[config.mk]
export PLATFORM = sky130hd
export DESIGN_NAME = uart_tx_arbiter
export DESIGN_NICKNAME = d
export VERILOG_FILES = /design/src/rtl/uart_tx_arbiter.sv
export SDC_FILE = /design/constraint.sdc
export NUM_CORES = 1
export LEC_CHECK = 0
export BUFFER_PORTS_ARGS = -buffer_cell sky130_fd_sc_hd__clkbuf_2
export CELL_PAD_IN_SITES_DETAIL_PLACEMENT = 1
export CELL_PAD_IN_SITES_GLOBAL_PLACEMENT = 1
export CORE_MARGIN = 2
export CORE_UTILIZATION = 30
export CTS_CLUSTER_SIZE = 10
export DETAILED_ROUTE_END_ITERATION = 8
export PLACE_DENSITY = 0.73
export SYNTH_ARGS = -nofsm -noshare
export SYNTH_HDL_FRONTEND = slang
export SYNTH_SLANG_ARGS = --single-unit
export TNS_END_PERCENT = 5
[constraint.sdc]
create_clock -name clk -period 4 [get_ports clk]
set_input_delay 0.8 -clock clk [delete_from_list [all_inputs] [get_ports clk]]
set_output_delay 0.8 -clock clk [all_outputs]
set_load 0.05 [all_outputs]
[src/rtl/uart_tx_arbiter.sv]
// uart_tx_arbiter
// Round-robin arbiter and sequencer that shares one UART transmitter between
// NREQ byte requesters. Each accepted byte is launched into the transmitter,
// and the arbiter waits for tx_done (or a timeout) before the next grant.
// The free-running baud enable for the UART TX/RX datapath also lives here.
module uart_tx_arbiter #(
   parameter int NREQ         = 4,
   parameter int CLKS_PER_BIT = 16,
   parameter int TIMEOUT_CYC  = 4096
) (
   input  logic                     clk,
   input  logic                     rst,
   input  logic [NREQ-1:0]          req_valid_i,
   input  logic [8*NREQ-1:0]        req_data_i,
   output logic [NREQ-1:0]          req_ready_o,
   output logic                     enb_o,
   output logic                     tx_start_o,
   output logic [7:0]               tx_data_o,
   input  logic                     tx_done_i,
   output logic [$clog2(NREQ)-1:0]  grant_id_o,
   output logic                     busy_o,
   output logic                     tx_err_o
);

   localparam int IDW = $clog2(NREQ);
   localparam int BW  = $clog2(CLKS_PER_BIT);
   localparam int TW  = $clog2(TIMEOUT_CYC);

   localparam logic [BW-1:0]  BAUD_LAST = BW'(CLKS_PER_BIT - 1);
   localparam logic [BW-1:0]  BAUD_PRE  = BW'(CLKS_PER_BIT - 2);
   localparam logic [TW-1:0]  TMO_LAST  = TW'(TIMEOUT_CYC - 1);
   localparam logic [IDW-1:0] PTR_RST   = IDW'(NREQ - 1);

   typedef enum logic [1:0] {
      ST_IDLE,
      ST_GRANT,
      ST_LAUNCH,
      ST_WAIT
   } state_e;

   state_e            state_q;
   logic [IDW-1:0]    ptr_q;
   logic [IDW-1:0]    grant_id_q;
   logic [NREQ-1:0]   req_ready_q;
   logic              tx_start_q;
   logic [7:0]        tx_data_q;
   logic              busy_q;
   logic              tx_err_q;
   logic [TW-1:0]     tmo_q;

   logic [BW-1:0]     baud_q;
   logic              enb_q;

   logic              grant_hit_d;
   logic [IDW-1:0]    grant_idx_d;
   int                cand_d;
   logic [7:0]        req_bytes [NREQ];

   // Free-running baud divider; enb is registered one count early so it is
   // high exactly while the count sits at CLKS_PER_BIT-1.
   always_ff @(posedge clk or posedge rst) begin
      if (rst) begin
         baud_q <= '0;
         enb_q  <= 1'b0;
      end else begin
         // NOTE: non-blocking assignments so every register here sees pre-edge values.
         baud_q <= (baud_q == BAUD_LAST) ? '0 : baud_q + 1'b1;
         enb_q  <= (baud_q == BAUD_PRE);
      end
   end

   // Round-robin search: first valid requester after ptr_q, wrapping
   // explicitly at NREQ-1 so indices >= NREQ can never be selected.
   always_comb begin
      // NOTE: defaults first so no path leaves these unassigned (no latch).
      grant_hit_d = 1'b0;
      grant_idx_d = '0;
      cand_d      = 0;
      // Walk from the farthest to the nearest position; the last hit wins,
      // which leaves the nearest valid requester selected.
      for (int k = NREQ; k >= 1; k--) begin
         cand_d = int'(ptr_q) + k;
         if (cand_d >= NREQ) begin
            cand_d = cand_d - NREQ;
         end
         if (req_valid_i[cand_d[IDW-1:0]]) begin
            grant_hit_d = 1'b1;
            grant_idx_d = cand_d[IDW-1:0];
         end
      end
   end

   // Split the packed request data bus into one byte per requester.
   always_comb begin
      for (int i = 0; i < NREQ; i++) begin
         req_bytes[i] = req_data_i[8*i +: 8];
      end
   end

   // Arbitration sequencer; all port-facing values are registered here so no
   // input reaches an output combinationally.
   always_ff @(posedge clk or posedge rst) begin
      if (rst) begin
         state_q     <= ST_IDLE;
         ptr_q       <= PTR_RST;
         grant_id_q  <= '0;
         req_ready_q <= '0;
         tx_start_q  <= 1'b0;
         tx_data_q   <= '0;
         busy_q      <= 1'b0;
         tx_err_q    <= 1'b0;
         tmo_q       <= '0;
      end else begin
         // Strobes are single-cycle unless a state re-asserts them below.
         req_ready_q <= '0;
         tx_start_q  <= 1'b0;
         tx_err_q    <= 1'b0;

         unique case (state_q)
            ST_IDLE: begin
               if (grant_hit_d) begin
                  grant_id_q               <= grant_idx_d;
                  req_ready_q[grant_idx_d] <= 1'b1;
                  busy_q                   <= 1'b1;
                  state_q                  <= ST_GRANT;
               end
            end

            ST_GRANT: begin
               if (req_valid_i[grant_id_q]) begin
                  tx_data_q  <= req_bytes[grant_id_q];
                  tx_start_q <= 1'b1;
                  state_q    <= ST_LAUNCH;
               end else begin
                  // Requester withdrew during its grant: drop it and keep
                  // the search position where it was.
                  busy_q  <= 1'b0;
                  state_q <= ST_IDLE;
               end
            end

            ST_LAUNCH: begin
               tmo_q   <= '0;
               state_q <= ST_WAIT;
            end

            ST_WAIT: begin
               if (tx_done_i) begin
                  // Completion takes priority over a coincident timeout.
                  ptr_q   <= grant_id_q;
                  busy_q  <= 1'b0;
                  state_q <= ST_IDLE;
               end else if (tmo_q == TMO_LAST) begin
                  tx_err_q <= 1'b1;
                  ptr_q    <= grant_id_q;
                  busy_q   <= 1'b0;
                  state_q  <= ST_IDLE;
               end else begin
                  tmo_q <= tmo_q + 1'b1;
               end
            end

            default: begin
               busy_q  <= 1'b0;
               state_q <= ST_IDLE;
            end
         endcase
      end
   end

   assign req_ready_o = req_ready_q;
   assign enb_o       = enb_q;
   assign tx_start_o  = tx_start_q;
   assign tx_data_o   = tx_data_q;
   assign grant_id_o  = grant_id_q;
   assign busy_o      = busy_q;
   assign tx_err_o    = tx_err_q;

endmodule

* Yosys cells after proc, flatten, opt, wreduce, memory -nomap -nowiden
Index checks and enable logic that the tools add are counted.
Cells by class: add/subtract/negate cells 10, $lt $le $gt $ge 12, eq/ne operators 11, muxes and demuxes 50, bitwise gates (word level) 1, reductions and logical operators 11
Operators with widths (count):
- $mux W2 | 14
- $mux W12 | 2
- $pmux W12 S2 | 1
- $mux W1 | 19
- $lt A2 B3 Y1 const B | 6
- $bmux W8 S2 | 1
- $mux W8 | 2
- $add A12 B1 Y12 const B | 1
- $eq A12 B12 Y1 const B | 1
- $ge A3 B3 Y1 const B | 4
- $mux W4 | 3
- $bmux W1 S2 | 5
- $eq A4 B4 Y1 const B | 2
- $ne A2 B2 Y1 const B | 4
- $pmux W2 S4 | 1
- $reduce_and A2 Y1 | 4
- $sub A2 B1 Y2 const B | 4
- $add A2 B2 Y3 const B | 2
- $add A2 B3 Y4 const B | 1
- $add A4 B1 Y4 const B | 1
- $eq A2 B2 Y1 const B | 2
- $ge A4 B3 Y1 const B | 1
- $reduce_and A4 Y1 | 1
- $reduce_bool A2 Y1 | 2
- 11 further kinds | 11
Word-level totals: bits in registers 38, input bits 39, output and inout bits 18, logic and storage cells 106

* Depth between registers and ports, before layout
Gate-level depths: netlist of the first run.
depth in word-level cells 15, mapped depth 6, depth with buffers taken out 5

* Worst setup path before layout of the first run
OpenSTA, ideal clock, no wires.
kind input -> register, start input req_valid_i[3], end register tx_data_q[0], in the netlist tx_data_o[0], library setup time 0.125 ns, data arrival time 1.878 ns, required time 3.875 ns, setup slack 1.997 ns, stages 4, path buffers 1, cell sequence mux4_2 nand3b_1 buf_2 mux2_2
On the way: cells in the longest elaborated chain, start to end 3
RTL lines:
- from (decl) | RTL line 13 | input logic [NREQ-1:0] req_valid_i,
- $bmux W1 S2 | RTL line 130 | if (req_valid_i[grant_id_q]) begin
- $mux W1 (not written as such) | RTL line 130
- $reduce_and A2 Y1 (no line)
- to (signal assigned) | RTL line 131 | tx_data_q <= req_bytes[grant_id_q];
- to (decl) | RTL line 46 | logic [7:0] tx_data_q;
Every way passes these cells. The select of a mux whose other input is x is not followed. A chain may end at the register's enable or synchronous reset.

* Final worst setup path of the first run
start register tmo_q[0], end register tmo_q[9]
On the way: cells in the longest elaborated chain, start to end 4, elaborated cells between the ends (all ways) 7, those cells by class add/sub (1); eq/ne (2); mux (3); reduce/logical (1)
RTL lines:
- from (decl) | RTL line 49 | logic [TW-1:0] tmo_q;
- from (signal assigned) | RTL line 159 | tmo_q <= tmo_q + 1'b1;
- $add A12 B1 Y12 | RTL line 159
- $mux W12 | RTL line 153 | end else if (tmo_q == TMO_LAST) begin
- $mux W12 | RTL line 148 | if (tx_done_i) begin
- $pmux W12 S2 | RTL line 119 | unique case (state_q)
Parallel ways exist; a longest one is shown, timed or not. The select of a mux whose other input is x is not followed.

==> flow_summary.toml, run 1 <==
[outcome]
status = "complete, no violations"

[sta]
timing.final.max_slew_violations = 0
tns_ps = 0
fin_crit_ps = 2296
clock.fmax_ghz = 0.4356
setup_viol = 0
rsz0062_at_grt = "false"
fin_crit_sh = 0.5740
hold_viol = 0
clock_skew_ps = 6.810
slew_headroom = 0.2839
tightest_slew_ps = 1063

[floorplanning]
die_area_mm2 = 0.007391
coreArea_mm2 = 0.006422
num_rows = 29
dieHeight_um = 85.97
die_w_um = 85.97
initial_utilization = 0.3139
ios = 57

[synth]
synth_top_family_by_area = "multiplexers"
yosysSeqAreaShare = 0.4730
synth_fa_ha_area_frac = 0.01862
yosysTopAreaCell = "dfrtp_1"
synth_area_mm2 = 0.002016
synth_cell_types = 49
postSynthCellCount = 170
synth_compound_area_frac = 0.1490
synth-xor-area-share = 0.01304
synth.area.top_cells = "dfrtp_1, mux4_2, mux2_2"
synth_top_area_frac = 0.4469
yosys_warnings = 0
synth_simple_gate_area_frac = 0.1353
synth_mux_area_frac = 0.1726
synth.most_common_cell = "dfrtp_1"
avgSynthCellArea_um2 = 11.86
synth_ff_type = "dfrtp_1"
synthArstFlopShare = 1.000
syn_nets = 212
synth_edf_count = 0
ys_seq_elements = 38
synth.top_cells.by_count = "dfrtp_1, mux2_2, o21ai_0"

[grt]
grt_pass1_vias = 1650
grt_usage = 0.1298
antenna_found_initial = 0
grt_remaining_overflow = 0
grt_max_degree = 39
grt_pass1_wl_mm = 7.679

[worst_setup_path]
cp.arrival_ps = 2510
required_ps = 4210
critPathMaxFanout = 11
startpoint_type = "flip-flop"
critPathKind = "flip-flop to flip-flop"
end_kind = "flip-flop"

[routing]
vias = 1618
drtPass1Iterations = 4
via_per_inst = 5.322
post_drt_wl_per_cell_um = 14.31
drc = 0
wl_mm = 4.349
drtIter0Drc = 51
ant_nets = 0

[pwr]
peakVddDrop_v = 0.0004508
powerDensity_mw_per_mm2 = 673.3
power.leakage_nw = 1.134

[worst_hold_path]
hold_path_class = "flip-flop to flip-flop"

[cells_and_area]
register_area_um2 = 953.4
drive_gt1_frac = 0.4185
fillers = 717
area_growth_pct = 21.42
fin_area_mm2 = 0.002447
multiInputGateArea_um2 = 984.7
diodes = 0
fin_nets = 268

[placement]
port_buffers = 56
dpl.hpwl_mm = 3.317
gp_congestion = 0.7572
dpl-instance-area_mm2 = 0.002356

[clocking]
path_clk_slew_ps = 80
cts-resized-gates = 0
clkLatencyLatePin_ps = 290
cts_hold_buf = 0
cts_tree = "done"
post-cts-setup-buffers = 0
cts_max_path_buffers = 2
clkSinkCount = 38
cts_root_buf = "clkbuf_8"
htree_levels = 2
cts_buffers = 5

[flow_run]
drv_cap = 0
-- report_power, final --
part           total (W)  internal [W]  leakage (nW)  switching, W
Combinational   0.000748      0.000293         0.599      0.000455
Sequential      0.000632      0.000499         0.486      0.000134
Clock           0.000268      0.000139        0.0482      0.000129
-- cells in the final DEF (no fill, tap or decap), types with 6 or more instances in the layout --
cell,n
dfrtp_1,36
clkbuf_8,6
mux2_2,12
nand2_1,8
mux4_2,9
inv_1,9
o21ai_0,11
nand3_1,8
clkbuf_2,56
a21oi_1,7
-- sequential cells by signal, summed over array words and instances, names as in the netlist, named ones only --
signal,cells
busy_o,1
grant_id_o,2
tx_data_o,8
ptr_q,2
tx_start_o,1
tx_err_o,1
enb_o,1
baud_q,4
state_q,1
tmo_q,12
req_ready_o,4
-- path summary, 6_finish.rpt --
path	from	to	slack [ps]	depth (start not counted)
max	tmo_q[0]$_DFFE_PP0P_	tmo_q[9]$_DFFE_PP0P_	1700	5
min reg2reg	tx_data_o[6]$_DFFE_PP0P_	tx_data_o[6]$_DFFE_PP0P_	510	1
min in group asynchronous	rst	tx_start_o$_DFF_PP0_	600	3
min	tx_data_o[6]$_DFFE_PP0P_	tx_data_o[6]$_DFFE_PP0P_	510	1
max in group asynchronous	rst	ptr_q[0]$_DFFE_PP1P_	3030	3
max reg2reg	tmo_q[0]$_DFFE_PP0P_	tmo_q[9]$_DFFE_PP0P_	1700	5
-- through the flow --
stage / setup slack, ps / utilization / hold slack [ps] / total power (W) / std cells
4_1_cts: 1666 / 0.3811 / 510.6 / 0.001678 / 304
3_5_place_dp: 1633 / 0.3668 / 493.2 / 0.001403 / 296
2_1_floorplan: 1997 / - / 465.0 / 0.001230 / 170
5_1_grt: 1416 / 0.3811 / 536.6 / 0.001770 / 304
6_report: 1704 / 0.3811 / 509.5 / 0.001648 / 304
3_3_place_gp: 1694 / 0.3668 / 489.3 / 0.001377 / 296
-- per-layer routing --
layer	track usage	routed length [um]	part of all wire
met5	0	0	0
met4	0.04618	44	0.010
met3	0.02984	174	0.040
met2	0.2135	2160	0.50
met1	0.1676	1969	0.45
-- cell type report --
| class | instances | share of cell area |
|---|---|---|
| clock buffer | 7 | 0.03528 |
| tap | 77 | 0.03937 |
| inverter | 9 | 0.01380 |
| multi-input combinational | 115 | 0.4024 |
| sequential | 38 | 0.3896 |
| clock inverter | 1 | 0.002045 |
| timing repair buffer | 57 | 0.1176 |
-- cell families after synthesis --
logic type,count (synthesis)
AOI/OAI and AO/OA,42
xor gates and xnor gates,3
DFF,38
adders and majority gates,3
and+or+nand+nor,45
muxes,22
buffers and inverters,17
-- worst max-delay path, stage by stage, from the launching register on --
cell	delay, ps
dfrtp_1	410
ha_1	250
nand4_1	210
o41ai_2	1000
o31ai_1	190
a21boi_1	170
No activity file was read; power rests on OpenSTA's default activity.
==> run 2: changes to the inputs <==
==> constraint.sdc (replaced) <==
create_clock -name clk -period 2.2 [get_ports clk]
set_input_delay 0.44 -clock clk [delete_from_list [all_inputs] [get_ports clk]]
set_output_delay 0.44 -clock clk [all_outputs]
set_load 0.05 [all_outputs]
==> run 2 against run 1 <==
  * Critical endpoint is now tmo_q[10]$_DFFE_PP0P_
  * Power increased by 92%
  * Final area grew 2.1%
  * Sequential share of layout area shrank 0.80 points
  * Die area unchanged
  * Setup slack worse by 1400 ps
  * Non-clock buffer count grew 4
  * Via count down 0.25%
  * Sequential power rose by 71%
  * First-iteration DRC count rose by 61%
  * Clock power up 120%
  * Critical path depth unchanged
  * Combinational power is 98% higher
==> flow_summary.toml, run 2 (synthesis results as in run 1) <==
[clocking]
clkLatencyLatePin_ps = 290
cts_max_path_buffers = 2
cts_buffers = 5
cts_tree = "done"
htree_levels = 2
path_clk_slew_ps = 70
cts-resized-gates = 0
cts_hold_buf = 0
clkSinkCount = 38
post-cts-setup-buffers = 0
cts_root_buf = "clkbuf_8"

[cells_and_area]
regMostFlops = "tmo_q"
largest_reg_flops = 12
diodes = 0
register_area_um2 = 953.4
drive_gt1_frac = 0.4304
multiInputGateArea_um2 = 984.7
fin_nets = 272
fin_util = 0.3891
layout_commonest_cell = "clkbuf_2"
fillers = 731
area_growth_pct = 23.96
final_cell_mix = "clkbuf_2, dfrtp_1, mux2_2"

[grt]
grt.met3_usage = 0.03850
grt_usage = 0.1343
grt-busiest-layer = "met2"
use_met1 = 0.1625
met2_usage = 0.2340
antenna_found_initial = 0
grt_pass1_wl_mm = 8.073
grt_remaining_overflow = 0
grt_pass1_vias = 1755
grt_max_degree = 39

[sta]
hold_viol = 0
fin_crit_ps = 1879
fin_crit_sh = 0.8542
tns_ps = 0
timing.final.max_slew_violations = 0
clock_skew_ps = 5.921
clock.fmax_ghz = 0.5321
rsz0062_at_grt = "false"
tightest_slew_ps = 590.2
slew_headroom = 0.5963
worst_hold_slack_ps = 237.9
setup_viol = 0

[floorplanning]
die_area_mm2 = 0.007391
dieHeight_um = 85.97
num_rows = 29
coreArea_mm2 = 0.006422
die_w_um = 85.97
initial_utilization = 0.3139
ios = 57

[worst_setup_path]
cp.arrival_ps = 2090
startpoint_type = "flip-flop"
critPathKind = "flip-flop to flip-flop"
required_ps = 2410
end_kind = "flip-flop"
r2r-start = "tmo_q[0]$_DFFE_PP0P_"
critPathMaxFanout = 5
crit_path_start = "tmo_q[0]$_DFFE_PP0P_"

[routing]
drtPass1Iterations = 4
ant_nets = 0
post_drt_wl_per_cell_um = 14.61
vias = 1614
drc = 0
via_per_inst = 5.257
wl_mm = 4.486
drtIter0Drc = 82

[flow_run]
drv_cap = 0

[placement]
gp_congestion = 0.8415
port_buffers = 56
dpl.hpwl_mm = 3.386

[pwr]
total_power_w = 0.003156
power.leakage_nw = 1.162
peakVddDrop_v = 0.0006718
powerDensity_mw_per_mm2 = 1263

[worst_hold_path]
hold_path_class = "primary input to async pin"

[outcome]
status = "complete, no violations"
## run 2: changes by cell type in the layout (fill, tap and decap cells not counted)
cell       before  now
buf_4           1    5
bufinv_16       0    1
clkbuf_1        1    0
clkinv_2        1    0
## run 2: final timing paths
path                       cells after the start  slack, ps                  endpoint
max                                            5        320     tmo_q[10]$_DFFE_PP0P_
min in group clk                               1        510  tx_data_o[0]$_DFFE_PP0P_
max reg2reg                                    5        320     tmo_q[10]$_DFFE_PP0P_
min reg2reg                                    1        510  tx_data_o[0]$_DFFE_PP0P_
min                                            3        240       baud_q[1]$_DFF_PP0_
max in group asynchronous                      3       1600      ptr_q[1]$_DFFE_PP1P_
## run 2: layout make-up
| cell class | instances | area share |
|---|---|---|
| clock buffer | 6 | 0.03305 |
| clock inverter | 1 | 0.01202 |
| inverter | 9 | 0.01352 |
| multi-input combinational | 115 | 0.3941 |
| sequential | 38 | 0.3816 |
| tap | 77 | 0.03856 |
| timing repair buffer | 61 | 0.1272 |
## run 2: per-layer routing
metal	vias to the layer above	routed length, um
met5	-	0
met4	0	46
met3	5	234
met2	40	2296
met1	804	1908
li1	765	-
## run 2: worst max-delay path, cell delays in order (launching register included)
cell and delay, ps:
dfrtp_1 400, ha_1 250, nand4_1 240, a2111oi_0 600, o21ai_0 160, a21oi_1 150
## run 2: power by group
group | internal, W | total [W] | switching, W
clock | 0.000363 | 0.000600 | 0.000237
sequential | 0.000908 | 0.00108 | 0.000171
combinational | 0.000570 | 0.00148 | 0.000907
total | 0.00184 | 0.00316 | 0.00132
## run 2: through the flow
step,std cells,setup slack [ps],area (um2)
2_1_floorplan,170,244.0,2016
3_3_place_gp,300,259.3,2386
3_5_place_dp,300,204.5,2386
4_1_cts,307,328.9,2499
5_1_grt,307,187.0,2499
6_report,307,320.7,2499
